File: src/rtl/dram_seq.sv
// ============================================================================
//  Module   : dram_seq
//  Purpose  : Page-mode DRAM cycle sequencer (page hit / page miss / CBR refresh)
//  Options  : DRAM_REFRESH_EN builds the CAS-before-RAS refresh path
//  Revision : 1.0  initial release
// ============================================================================
`default_nettype none

module dram_seq #(
  parameter int unsigned TRP  = 2,
  parameter int unsigned TRCD = 2,
  parameter int unsigned TCAS = 2,
  parameter int unsigned TRAS = 3
) (
  input  logic clk,
  input  logic resl,
  input  logic req,
  input  logic rw,
  input  logic match,
  input  logic refreq,
  output logic ack,
  output logic refack,
  output logic newrow,
  output logic rasl,
  output logic casl,
  output logic wel,
  output logic colsel,
  output logic busy
);

  // Counter load values: a state lasting N cycles loads N-1; zero timings act as one.
  localparam logic [3:0] c_trp_ld  = (TRP  == 0) ? 4'd0 : 4'(TRP  - 1);
  localparam logic [3:0] c_trcd_ld = (TRCD == 0) ? 4'd0 : 4'(TRCD - 1);
  localparam logic [3:0] c_tcas_ld = (TCAS == 0) ? 4'd0 : 4'(TCAS - 1);
`ifdef DRAM_REFRESH_EN
  localparam logic [3:0] c_tras_ld = (TRAS == 0) ? 4'd0 : 4'(TRAS - 1);
`endif

  typedef enum logic [2:0] {
    S_IDLE    = 3'd0,
    S_PRECH   = 3'd1,
    S_ROW     = 3'd2,
    S_COL     = 3'd3
`ifdef DRAM_REFRESH_EN
    ,
    S_REF_CBR = 3'd4,
    S_REF_RAS = 3'd5,
    S_REF_REC = 3'd6
`endif
  } state_t;

  state_t     r_state;
  logic [3:0] r_cnt;
  logic       r_pageopen;
  logic       r_rw;
`ifdef DRAM_REFRESH_EN
  logic       r_to_ref;
`else
  logic       w_unused_refreq;
  assign w_unused_refreq = refreq;
`endif

  always_ff @(posedge clk or negedge resl) begin
    if (!resl) begin
      r_state    <= S_IDLE;
      r_cnt      <= 4'd0;
      r_pageopen <= 1'b0;
      r_rw       <= 1'b1;
`ifdef DRAM_REFRESH_EN
      r_to_ref   <= 1'b0;
`endif
      rasl       <= 1'b1;
      casl       <= 1'b1;
      wel        <= 1'b1;
      newrow     <= 1'b0;
      ack        <= 1'b0;
      refack     <= 1'b0;
      colsel     <= 1'b0;
      busy       <= 1'b0;
    end else begin
      newrow <= 1'b0;
      ack    <= 1'b0;
      refack <= 1'b0;
      case (r_state)
        S_IDLE: begin
          casl <= 1'b1;
`ifdef DRAM_REFRESH_EN
          if (refreq) begin
            busy <= 1'b1;
            if (r_pageopen) begin
              r_state    <= S_PRECH;
              r_cnt      <= c_trp_ld;
              rasl       <= 1'b1;
              r_pageopen <= 1'b0;
              r_to_ref   <= 1'b1;
            end else begin
              r_state <= S_REF_CBR;
              rasl    <= 1'b1;
              casl    <= 1'b0;
            end
          end else
`endif
          if (req) begin
            busy <= 1'b1;
            r_rw <= rw;
            if (r_pageopen && match) begin
              r_state <= S_COL;
              r_cnt   <= c_tcas_ld;
              colsel  <= 1'b1;
              casl    <= 1'b0;
              wel     <= rw;
              ack     <= (c_tcas_ld == 4'd0);
            end else if (r_pageopen) begin
              r_state    <= S_PRECH;
              r_cnt      <= c_trp_ld;
              rasl       <= 1'b1;
              r_pageopen <= 1'b0;
            end else begin
              r_state    <= S_ROW;
              r_cnt      <= c_trcd_ld;
              newrow     <= 1'b1;
              rasl       <= 1'b0;
              colsel     <= 1'b0;
              r_pageopen <= 1'b1;
            end
          end
        end

        S_PRECH: begin
          if (r_cnt != 4'd0) begin
            r_cnt <= r_cnt - 4'd1;
          end else begin
`ifdef DRAM_REFRESH_EN
            if (r_to_ref) begin
              r_state  <= S_REF_CBR;
              casl     <= 1'b0;
              r_to_ref <= 1'b0;
            end else
`endif
            begin
              r_state    <= S_ROW;
              r_cnt      <= c_trcd_ld;
              newrow     <= 1'b1;
              rasl       <= 1'b0;
              colsel     <= 1'b0;
              r_pageopen <= 1'b1;
            end
          end
        end

        S_ROW: begin
          if (r_cnt != 4'd0) begin
            r_cnt <= r_cnt - 4'd1;
          end else begin
            r_state <= S_COL;
            r_cnt   <= c_tcas_ld;
            colsel  <= 1'b1;
            casl    <= 1'b0;
            wel     <= r_rw;
            ack     <= (c_tcas_ld == 4'd0);
          end
        end

        // Leaving COL keeps rasl low so the page stays open for a later hit.
        S_COL: begin
          if (r_cnt != 4'd0) begin
            r_cnt <= r_cnt - 4'd1;
            ack   <= (r_cnt == 4'd1);
          end else begin
            r_state <= S_IDLE;
            casl    <= 1'b1;
            wel     <= 1'b1;
            colsel  <= 1'b0;
            busy    <= 1'b0;
          end
        end

`ifdef DRAM_REFRESH_EN
        S_REF_CBR: begin
          r_state <= S_REF_RAS;
          r_cnt   <= c_tras_ld;
          rasl    <= 1'b0;
        end

        S_REF_RAS: begin
          if (r_cnt != 4'd0) begin
            r_cnt <= r_cnt - 4'd1;
          end else begin
            r_state <= S_REF_REC;
            r_cnt   <= c_trp_ld;
            rasl    <= 1'b1;
            casl    <= 1'b1;
            refack  <= (c_trp_ld == 4'd0);
          end
        end

        S_REF_REC: begin
          if (r_cnt != 4'd0) begin
            r_cnt  <= r_cnt - 4'd1;
            refack <= (r_cnt == 4'd1);
          end else begin
            r_state    <= S_IDLE;
            r_pageopen <= 1'b0;
            busy       <= 1'b0;
          end
        end
`endif

        default: begin
          r_state <= S_IDLE;
          rasl    <= 1'b1;
          casl    <= 1'b1;
          wel     <= 1'b1;
          colsel  <= 1'b0;
          busy    <= 1'b0;
        end
      endcase
    end
  end

endmodule

`default_nettype wire

File: config.mk
export PLATFORM = sky130hd
export DESIGN_NAME = dram_seq
export DESIGN_NICKNAME = d
export VERILOG_FILES = /design/src/rtl/dram_seq.sv
export SDC_FILE = /design/constraint.sdc
export NUM_CORES = 1
export LEC_CHECK = 0
export BUFFER_PORTS_ARGS = -buffer_cell sky130_fd_sc_hd__buf_2
export CORE_MARGIN = 8
export CORE_UTILIZATION = 59
export CTS_CLUSTER_DIAMETER = 50
export DETAILED_ROUTE_END_ITERATION = 8
export HOLD_SLACK_MARGIN = 0.02
export MAX_ROUTING_LAYER = met4
export PLACE_DENSITY = 0.8
export SYNTH_ARGS = -nofsm -noshare
export SYNTH_HDL_FRONTEND = slang
export SYNTH_SLANG_ARGS = --single-unit
File: constraint.sdc
create_clock -name clk -period 4.6 [get_ports clk]
set_input_delay 0.92 -clock clk [delete_from_list [all_inputs] [get_ports clk]]
set_output_delay 0.92 -clock clk [all_outputs]
set_load 0.01 [all_outputs]
==> summary.md, run 1 <==
| Metric | Value |
|---|---|
| Port Buffer Count | `11` |
| Seq/Total Area, Yosys | `~40%` |
| Post-synth EDFFs | `0` |
| Total vias in the final route | `around 820` |
| Most frequent cells in the layout | `12 x nand2_1, 11 x a21oi_1, 11 x dfrtp_1, 11 x buf_2, 8 x ha_1` |
| FILL cells | `about 130` |
| Most common cell after layout, fill and taps aside | `nand2_1` |
| Hold-fix buffers, CTS | `0` |
| Post-synthesis average cell area | `around 9.4 um2` |
| Routed WL | `1980 um` |
| Pleak | `around 0.00049 uW` |
| Switch share | `45.4%` |
| Post-DP HPWL | `~1500 um` |
| Layout cells sized above 1 | `24.6%` |
| Max_cap viols | `0` |
| CTS tree | `built` |
| Final slew viol count | `0` |
| Diodes inserted | `0` |
| Hold WS | `about 510 ps` |
| Final core occ | `around 69%` |
| Max H-tree Level | `1` |
| Die Y | `56.7 um` |
| Setup Buffers After CTS | `0` |
| Synth Flop Type | `dfrtp_1` |
| Setup crit end kind | `register` |
| Synthesis-to-finish area growth | `7.16%` |
| Sink Count | `15` |
| Post-route clock period utilization | `46.9%` |
| RSZ-0062 raised after global routing | `false` |
| TritonCTS Buffers | `3` |
| Reg2Reg Setup Slack | `between 2000 and 2500 ps` |
| Antenna violations before repair | `0` |
| Peak supply drop | `approximately 0.00043 V` |
| Synthesized area | `978 um2` |
| Crit path cell chain | `inv_1, ha_1, nand2_1, a211oi_1, nand2_1, o22ai_1` |
| Placer Congestion | `between 0.8 and 0.9` |
| Die width | `approximately 57 um` |
| Starting Density | `64.2%` |
| Critical Path Source Type | `register` |
| Num ports | `14` |
| Initial DRC count | `16` |
| Final setup viols | `0` |
| Asr flop ratio synth | `100%` |
| Combinational Power Share | `62.3%` |
| Multi-input gate area | `about 540 um2` |
| NetSw | `about 390 uW` |
| Max incr delay on CP | `510 ps` |
| Worst setup path class | `reg2reg` |
| Synth cell types | `37` |
| Placed Cells | `around 130` |
| PwrDens | `a little over 800 nW/um2` |
| Total GRT Usage | `13.1%` |
| Total grt overflow | `0` |
| WL per Instance | `around 15 um` |
| Slowest CP cell | `ha_1` |
| Crit path top cell by count | `nand2_1` |
| CP arrival | `2370 ps` |
| Total die area | `~3200 um2` |
| Fin cells | `130` |
| First-pass GRT wire length | `~3400 um` |
| Worst EP required | `around 4800 ps` |
| Clock share of power | `between 8 and 9%` |
| CTS resizes | `0` |
| Status | `finished clean` |
| Routed Antenna Nets | `0` |
| Setup_tns | `0 ps` |
| Synth warn | `0` |
| Clock Tree Root | `clkbuf_4` |
| Worst-path maximum fanout | `14` |
| Sequential standard cell area | `between 300 and 400 um2` |
| Fin crit period | `2160 ps` |
| Flop pwr share | `between 20% and 30%` |
| Skew final | `around 3.6 ps` |
| Fin nets | `about 130` |
| Row cnt | `14` |
| Cell count after synthesis | `between 100 and 150` |
| Hold WC Path Type | `in2async` |
| Internal cell power | `approximately 470 uW` |
| Worst-case clock buffer depth | `2` |
| Fin. Hold Viols | `0` |
| Largest net degree at the start of global routing | `16` |
| Core area | `1520 um2` |
| Syn Nets | `between 100 and 150` |
| Clock transition at path regs | `80 ps` |
| #FFs+latches synth | `15` |
| Vias in the first global route | `777` |
| DRC Markers | `0` |
| Clk_lat worst skew | `about 290 ps` |
| FMAX | `463 MHz` |
| Worst Max-Slew Pin Slew | `around 520 ps` |
| Drt via density | `roughly 6.3` |
| Initial DRT Pass Iterations | `4` |
| Slew margin rel. | `about two thirds` |
-- area by class of cell --
| type | instances | share of cell area (%) |
|---|---|---|
| Multi-Input combinational cell | 77 | 51.6 |
| Sequential cell | 15 | 36.3 |
| Timing Repair Buffer | 11 | 5.25 |
| Clock buffer | 4 | 2.51 |
| Tap cell | 16 | 1.91 |
| Inverter | 7 | 2.51 |
-- cells in the mapped netlist, types with 2 or more instances --
cell	number	area [um2]
nand2_1	12	45.0
a21oi_1	11	55.1
dfrtp_1	11	275
ha_1	8	100
inv_1	7	26.3
nor2_1	6	22.5
o21ai_0	6	30.0
dfstp_2	4	105
nand3_1	3	15.0
o22ai_1	3	18.8
a22o_1	2	17.5
a2bb2oi_1	2	17.5
clkbuf_1	2	7.51
mux2_2	2	22.5
nor3_1	2	10.0
o21bai_1	2	15.0
-- metrics by stage --
| step | setup slack, ps | instance area, um2 | total power [uW] |
|---|---|---|---|
| 2_1_floorplan | 2780 | 978 | 674 |
| 3_3_place_gp | 2600 | 1020 | 759 |
| 3_5_place_dp | 2490 | 1020 | 781 |
| 4_1_cts | 2470 | 1050 | 860 |
| 5_1_grt | 2310 | 1050 | 933 |
| 6_report | 2440 | 1050 | 859 |
-- power groups by stage --
stage	registers [uW]	clock network, uW	logic [uW]
finish	249	75.1	535
global placement	248	0	511
detailed placement	251	0	530
CTS	249	78.1	533
global route	256	82.3	595
floorplan	250	0	424
-- worst max-delay path, delay by kind of cell, from the launching register on --
family                     cells  cell delay, ps
DFF                            1             450
and+or+nand+nor                2             310
adders and majority gates      1             510
buffers and inverters          1             180
AOI/OAI and AO/OA              2             620
-- logic make-up after synthesis --
group	synth area share [%]
AOI/OAI and AO/OA	28.0
and+or+nand+nor	12.8
DFF	38.9
buffers and inverters	5.88
adders and majority gates	10.2
muxes	3.84
other	0.383
-- layer usage --
metal  wire length (um)  global-route usage [%]  up-vias
met4                 42                    7.56        0
met1                970                    15.1      393
met5                  0                       -        -
met3                129                    3.82        5
li1                   -                       -      395
met2                835                    19.7       26
-- state kept, by name (all words and copies together) (netlist names) --
name / flops
r_cnt: 4
r_state: 2
ack: 1
busy: 1
casl: 1
colsel: 1
newrow: 1
r_pageopen: 1
r_rw: 1
rasl: 1
wel: 1
-- final timing paths --
| check | from | end | cells after the start |
|---|---|---|---|
| setup / recovery | r_state[0] | r_cnt[1] | 6 |
| max in group asynchronous | resl | casl | 1 |
| hold reg to reg | wel | wel | 2 |
| min in group clk | wel | wel | 2 |
| hold / removal | resl | r_state[1] | 1 |
| setup reg to reg | r_state[0] | r_cnt[1] | 6 |
Note: power is estimated with default switching activity, not from simulation.
==> run 2: changes to the inputs <==
--- a/config.mk
+++ b/config.mk
@@ -7,12 +7,12 @@
 export LEC_CHECK = 0
 export BUFFER_PORTS_ARGS = -buffer_cell sky130_fd_sc_hd__buf_2
 export CORE_MARGIN = 8
-export CORE_UTILIZATION = 59
+export CORE_UTILIZATION = 55
 export CTS_CLUSTER_DIAMETER = 50
 export DETAILED_ROUTE_END_ITERATION = 8
 export HOLD_SLACK_MARGIN = 0.02
 export MAX_ROUTING_LAYER = met4
-export PLACE_DENSITY = 0.8
+export PLACE_DENSITY = 0.75
 export SYNTH_ARGS = -nofsm -noshare
 export SYNTH_HDL_FRONTEND = slang
 export SYNTH_SLANG_ARGS = --single-unit
==> constraint.sdc (replaced) <==
create_clock -name clk -period 2.1 [get_ports clk]
set_input_delay 0.42 -clock clk [delete_from_list [all_inputs] [get_ports clk]]
set_output_delay 0.42 -clock clk [all_outputs]
set_load 0.01 [all_outputs]
==> summary.md, run 2 (synthesis results as in run 1) <==
| Metric | Value |
|---|---|
| Hold WC Path Type | `in2async` |
| Total GRT Usage | `12.4% (-0.73 points)` |
| Status | `finished clean` |
| Slowest CP cell | `dfrtp_1` |
| Die width | `58.2 um (+2.6%)` |
| TritonCTS Buffers | `3 (unchanged)` |
| Port Buffer Count | `11 (unchanged)` |
| Design Power | `1900 uW (+120%)` |
| Most frequent cells in the layout | `12 x nand2_1, 11 x a21oi_1, 11 x dfrtp_1, 11 x buf_2, 8 x ha_1` |
| Row cnt | `15 (+1)` |
| Initial DRC count | `22 (+6)` |
| Fin nets | `132 (+2.3%)` |
| FMAX | `519 MHz (+12%)` |
| Max H-tree Level | `1 (unchanged)` |
| Total die area | `3380 um2 (+5.2%)` |
| RSZ-0062 raised after global routing | `false` |
| Largest net degree at the start of global routing | `16 (unchanged)` |
| Starting Density | `57.3% (-6.9 points)` |
| Initial DRT Pass Iterations | `4 (unchanged)` |
| DRC Markers | `0 (unchanged)` |
| Clock Tree Root | `clkbuf_4` |
| Placed Cells | `138 (+9.5%)` |
| Top delay family on crit path | `flip-flops` |
| Reg2Reg Setup Slack | `170 ps (-2270 ps)` |
| Worst setup path class | `reg2reg` |
| Most flops, register | `r_cnt` |
| CTS resizes | `0 (unchanged)` |
| Multi-input gate area | `541 um2 (unchanged)` |
| Worst-path maximum fanout | `6 (-8)` |
| Clk_lat worst skew | `270 ps (-20 ps)` |
| Fin cells | `142 (+9.2%)` |
| Final slew viol count | `0 (unchanged)` |
| Sink Count | `15 (unchanged)` |
| Clock transition at path regs | `90 ps (about the same)` |
| Worst-case clock buffer depth | `2 (unchanged)` |
| Core area | `1710 um2 (+12%)` |
| FILL cells | `129 (-3.0%)` |
| Total vias in the final route | `803 (-2.0%)` |
| Placer Congestion | `0.859 (-1.2%)` |
| Critical Path Source Type | `register` |
| Crit path cell chain | `inv_1, ha_1, or2_2, o21ai_4, o21ai_2, mux2_4` |
| CP arrival | `2100 ps (-270 ps)` |
| Routed WL | `1940 um (-1.9%)` |
| Hold-fix buffers, CTS | `0 (unchanged)` |
| Pleak | `0.000501 uW (+3.1%)` |
| Setup Buffers After CTS | `0 (unchanged)` |
| CTS tree | `built` |
| Sequential standard cell area | `380 um2 (unchanged)` |
| Peak supply drop | `0.000962 V (+130%)` |
| Worst EP required | `2270 ps (-2540 ps)` |
| Synthesis-to-finish area growth | `10.6%` |
| Diodes inserted | `0 (unchanged)` |
| Biggest regs | `r_cnt: 4 flops, r_state: 2 flops` |
| Drt via density | `5.65 (-10%)` |
| Fin. Hold Viols | `0 (unchanged)` |
| Max FFs per register | `4 (unchanged)` |
| Die Y | `58.2 um (+2.6%)` |
| Post-route clock period utilization | `91.8% (+45 points)` |
| Setup crit end kind | `register` |
| Skew final | `4.24 ps (+0.661 ps)` |
| Final setup viols | `0 (unchanged)` |
| Most common cell after layout, fill and taps aside | `nand2_1` |
| Layout cells sized above 1 | `26.5% (+1.9 points)` |
| Max incr delay on CP | `440 ps (-70 ps)` |
| Vias in the first global route | `764 (-1.7%)` |
| Post-DP HPWL | `1560 um (+4.8%)` |
| Num ports | `14 (unchanged)` |
| Total grt overflow | `0 (unchanged)` |
| DP Worst Slack | `209 ps (-2280 ps)` |
| First-pass GRT wire length | `3290 um (-3.6%)` |
| Antenna violations before repair | `0 (unchanged)` |
| Routed Antenna Nets | `0 (unchanged)` |
| Max_cap viols | `0 (unchanged)` |
| Setup_tns | `0 ps (unchanged)` |
| PwrDens | `1750 nW/um2 (+110%)` |
| WL per Instance | `13.7 um (-10%)` |
| PnR worst setup slack | `172 ps (-2270 ps)` |
| Fin crit period | `1930 ps (-231 ps)` |
| Worst path bufs/invs | `1 (unchanged)` |
## run 2: cell count changes in the layout (fill, tap and decap cells not counted), sizes merged
cell / previous run / this run
buf: 11 / 14
## run 2: stage by stage
step / area, um2 / hold WS (ps) / utilization, %
after floorplan: 978 / 124 / -
after global placement: 1060 / 340 / 61.8
after detailed placement: 1060 / 343 / 61.8
after CTS: 1080 / 41.5 / 63.4
after global routing: 1080 / 51.5 / 63.4
final: 1080 / 26.2 / 63.4
## run 2: cell type report
| class | count | share of cell area [%] |
|---|---|---|
| multi-input cells | 77 | 49.9 |
| flip-flops and latches | 15 | 35.1 |
| repair buffers | 14 | 7.17 |
| well taps | 25 | 2.89 |
| clock buffers | 4 | 2.43 |
| inverters | 7 | 2.43 |
## run 2: power breakdown
group	leakage [uW]	switching [uW]	total [uW]	internal [uW]
registers	0.000179	99.1	540	441
logic	0.000307	658	1200	541
clock network	0.0000150	87.0	161	73.6
## run 2: path summary, 6_finish.rpt
path                       startpoint    endpoint  cells after the start
setup reg to reg           r_state[0]  r_state[1]                      6
max in group asynchronous        resl        rasl                      1
hold / removal                   resl  r_pageopen                      1
hold reg to reg                   wel         wel                      2
setup / recovery           r_state[0]  r_state[1]                      6
min in group clk                   rw        r_rw                      2
## run 2: metal layers
layer  share of wire [%]  global-route usage, %  vias to the layer above
li1                    -                      -                      400
met1                  45                   15.2                      383
met2                  47                   19.6                       18
met3                 6.3                   3.53                        2
met4                0.67                   3.15                        0
met5                   0                      -                        -
==> run 3: changes to the inputs <==
--- a/config.mk
+++ b/config.mk
@@ -5,14 +5,15 @@
 export SDC_FILE = /design/constraint.sdc
 export NUM_CORES = 1
 export LEC_CHECK = 0
+export ABC_AREA = 1
 export BUFFER_PORTS_ARGS = -buffer_cell sky130_fd_sc_hd__buf_2
 export CORE_MARGIN = 8
-export CORE_UTILIZATION = 55
+export CORE_UTILIZATION = 56
 export CTS_CLUSTER_DIAMETER = 50
 export DETAILED_ROUTE_END_ITERATION = 8
 export HOLD_SLACK_MARGIN = 0.02
 export MAX_ROUTING_LAYER = met4
-export PLACE_DENSITY = 0.75
+export PLACE_DENSITY = 0.76
 export SYNTH_ARGS = -nofsm -noshare
 export SYNTH_HDL_FRONTEND = slang
 export SYNTH_SLANG_ARGS = --single-unit
==> summary.md, run 3 <==
| Metric | Value |
|---|---|
| Hold-fix buffers, CTS | `0 (unchanged)` |
| FILL cells | `169 (+31%)` |
| Placed Cells | `177 (+28%)` |
| Clock Tree Root | `clkbuf_4` |
| Initial DRC count | `23 (+4.5%)` |
| Critical Path Source Type | `register` |
| Post-synthesis average cell area | `7.38 um2 (-22%)` |
| Fin. Hold Viols | `0 (unchanged)` |
| Sink Count | `15 (unchanged)` |
| #FFs+latches synth | `15 (unchanged)` |
| TritonCTS Buffers | `3 (unchanged)` |
| Total die area | `3510 um2 (+3.7%)` |
| Cell count after synthesis | `142 (+37%)` |
| Max H-tree Level | `1 (unchanged)` |
| Layout cells sized above 1 | `21.2% (-5.3 points)` |
| Max FFs per register | `4 (unchanged)` |
| CTS tree | `built` |
| Met3 WL post-DR | `129 um (+5.7%)` |
| Core area | `1750 um2 (+2.2%)` |
| Worst-path maximum fanout | `5 (-1)` |
| Final slew viol count | `0 (unchanged)` |
| Initial DRT Pass Iterations | `4 (unchanged)` |
| Clk_lat worst skew | `290 ps (+20 ps)` |
| Antenna violations before repair | `0 (unchanged)` |
| Peak supply drop | `0.000959 V (-0.30%)` |
| Routed WL | `1990 um (+2.4%)` |
| CP arrival | `1720 ps (-380 ps)` |
| Setup crit end kind | `register` |
| Count leader, synth | `nand2_1` |
| Setup_tns | `0 ps (unchanged)` |
| Synthesis-to-finish area growth | `9.80%` |
| Final setup viols | `0 (unchanged)` |
| FMAX | `649 MHz (+25%)` |
| Vias in the first global route | `818 (+7.1%)` |
| Post-synth EDFFs | `0 (unchanged)` |
| Max_cap viols | `0 (unchanged)` |
| Post-route clock period utilization | `73.3% (-18 points)` |
| RSZ-0062 raised after global routing | `false` |
| DRC Markers | `0 (unchanged)` |
| WL per Instance | `11.0 um (-20%)` |
| Biggest regs | `r_cnt: 4 flops, r_state: 2 flops` |
| Die Y | `59.2 um (+1.8%)` |
| Pleak | `0.000642 uW (+28%)` |
| Seq/Total Area, Yosys | `36.3% (-2.6 points)` |
| Fin crit period | `1540 ps (-388 ps)` |
| Total GRT Usage | `12.5% (+0.14 points)` |
| Synthesized area | `1050 um2 (+7.0%)` |
| Final core occ | `65.9% (+2.5 points)` |
| Highest routed layer | `met4` |
| Area leader, netlist | `dfrtp_1` |
| Total vias in the final route | `876 (+9.1%)` |
| Most flops, register | `r_cnt` |
| Num ports | `14 (unchanged)` |
| Synth warn | `0 (unchanged)` |
| Worst EP required | `2290 ps (+20 ps)` |
| Status | `finished clean` |
| Yosys top cell area share | `26.3% (-1.8 points)` |
| Setup Buffers After CTS | `0 (unchanged)` |
| Die width | `59.2 um (+1.8%)` |
| Row cnt | `15 (unchanged)` |
| First-pass GRT wire length | `3410 um (+3.6%)` |
| Largest cells by area after synthesis | `dfrtp_1 26%, nand2_1 18%, dfstp_2 10%` |
| Total grt overflow | `0 (unchanged)` |
| Hold WC Path Type | `in2async` |
| Drt via density | `4.84 (-14%)` |
| Synth cell types | `25 (-32%)` |
| Asr flop ratio synth | `100% (unchanged)` |
| Most frequent cells in the layout | `50 x nand2_1, 17 x inv_1, 11 x nor2_1, 11 x dfrtp_1, 11 x buf_2` |
| Met1 Wirelength | `975 um (+11%)` |
| CTS resizes | `0 (unchanged)` |
| Diodes inserted | `0 (unchanged)` |
| Fin cells | `181 (+27%)` |
| Post-synth top cells | `50 x nand2_1, 17 x inv_1, 11 x dfrtp_1, 11 x nor2_1` |
| Skew final | `1.38 ps (-2.86 ps)` |
| Worst-case clock buffer depth | `2 (unchanged)` |
| Synth Flop Type | `dfrtp_1` |
| Starting Density | `60.0% (+2.7 points)` |
| Syn Nets | `156 (+32%)` |
| Routed Antenna Nets | `0 (unchanged)` |
| Placer Congestion | `0.893 (+4.0%)` |
| Most common cell after layout, fill and taps aside | `nand2_1` |
| Fin nets | `171 (+30%)` |
| Clock transition at path regs | `100 ps (about the same)` |
| PwrDens | `1760 nW/um2 (+0.60%)` |
| Worst setup path class | `reg2reg` |
| Largest net degree at the start of global routing | `16 (unchanged)` |
| DR WL met2 | `837 um (-9.1%)` |
| Post-DP HPWL | `1530 um (-1.4%)` |
| Port Buffer Count | `11 (unchanged)` |
-- run 3: cell type report --
class / instances / area (um2) / share of cell area (%)
multi-input combinational: 106 / 571 / 49.6
sequential: 15 / 380 / 33.1
inverter: 19 / 77.6 / 6.75
timing repair buffer: 12 / 62.6 / 5.44
tap: 25 / 31.3 / 2.72
clock buffer: 3 / 22.5 / 1.96
clock inverter: 1 / 5.00 / 0.435
-- run 3: worst paths after layout --
kind / start / end / slack (ps) / depth (start not counted)
setup / recovery: r_state[0] / r_state[1] / 560 / 8
hold / removal: resl / newrow / 8 / 1
setup reg to reg: r_state[0] / r_state[1] / 560 / 8
hold reg to reg: rasl / rasl / 470 / 2
max in group asynchronous: resl / casl / 1800 / 1
min in group clk: rw / r_rw / 370 / 2
-- run 3: cell families after synthesis --
kind of cell | count (synthesis) | synth area share (%)
fa+ha+maj | 8 | 9.56
simple gates | 81 | 36.0
buf+inv | 21 | 9.20
flops | 15 | 36.3
compound gates | 15 | 7.53
other cells | 1 | 0.358
mux | 1 | 1.08
-- run 3: per-stage QoR --
step | total power [uW] | instance area, um2 | worst slack (ps) | hold slack (ps)
4_1_cts | 2040 | 1150 | 561 | 21.6
3_3_place_gp | 1830 | 1120 | 596 | 334
5_1_grt | 2260 | 1150 | 369 | 39.2
2_1_floorplan | 1600 | 1050 | 727 | 124
3_5_place_dp | 1860 | 1120 | 580 | 340
6_report | 2030 | 1150 | 560 | 7.68
-- run 3: layer usage --
layer  GRT usage [%]  vias to the layer above
met2            18.5                       31
met5               -                        -
li1                -                      468
met4            5.80                        0
met3            2.39                        6
met1            16.0                      371
-- run 3: worst max-delay path: stages, from the launching register on --
cell and delay, ps:
dfrtp_1 400, inv_1 110, ha_1 280, nor2_1 250, nand2_1 100, nand2_2 100
nand2_2 70, nand2_1 60, o21ai_1 60
-- run 3: where the power goes --
group | internal, uW | switching, uW | total (uW)
registers | 454 | 97.6 | 551
logic | 480 | 825 | 1310
clock network | 70.9 | 102 | 173
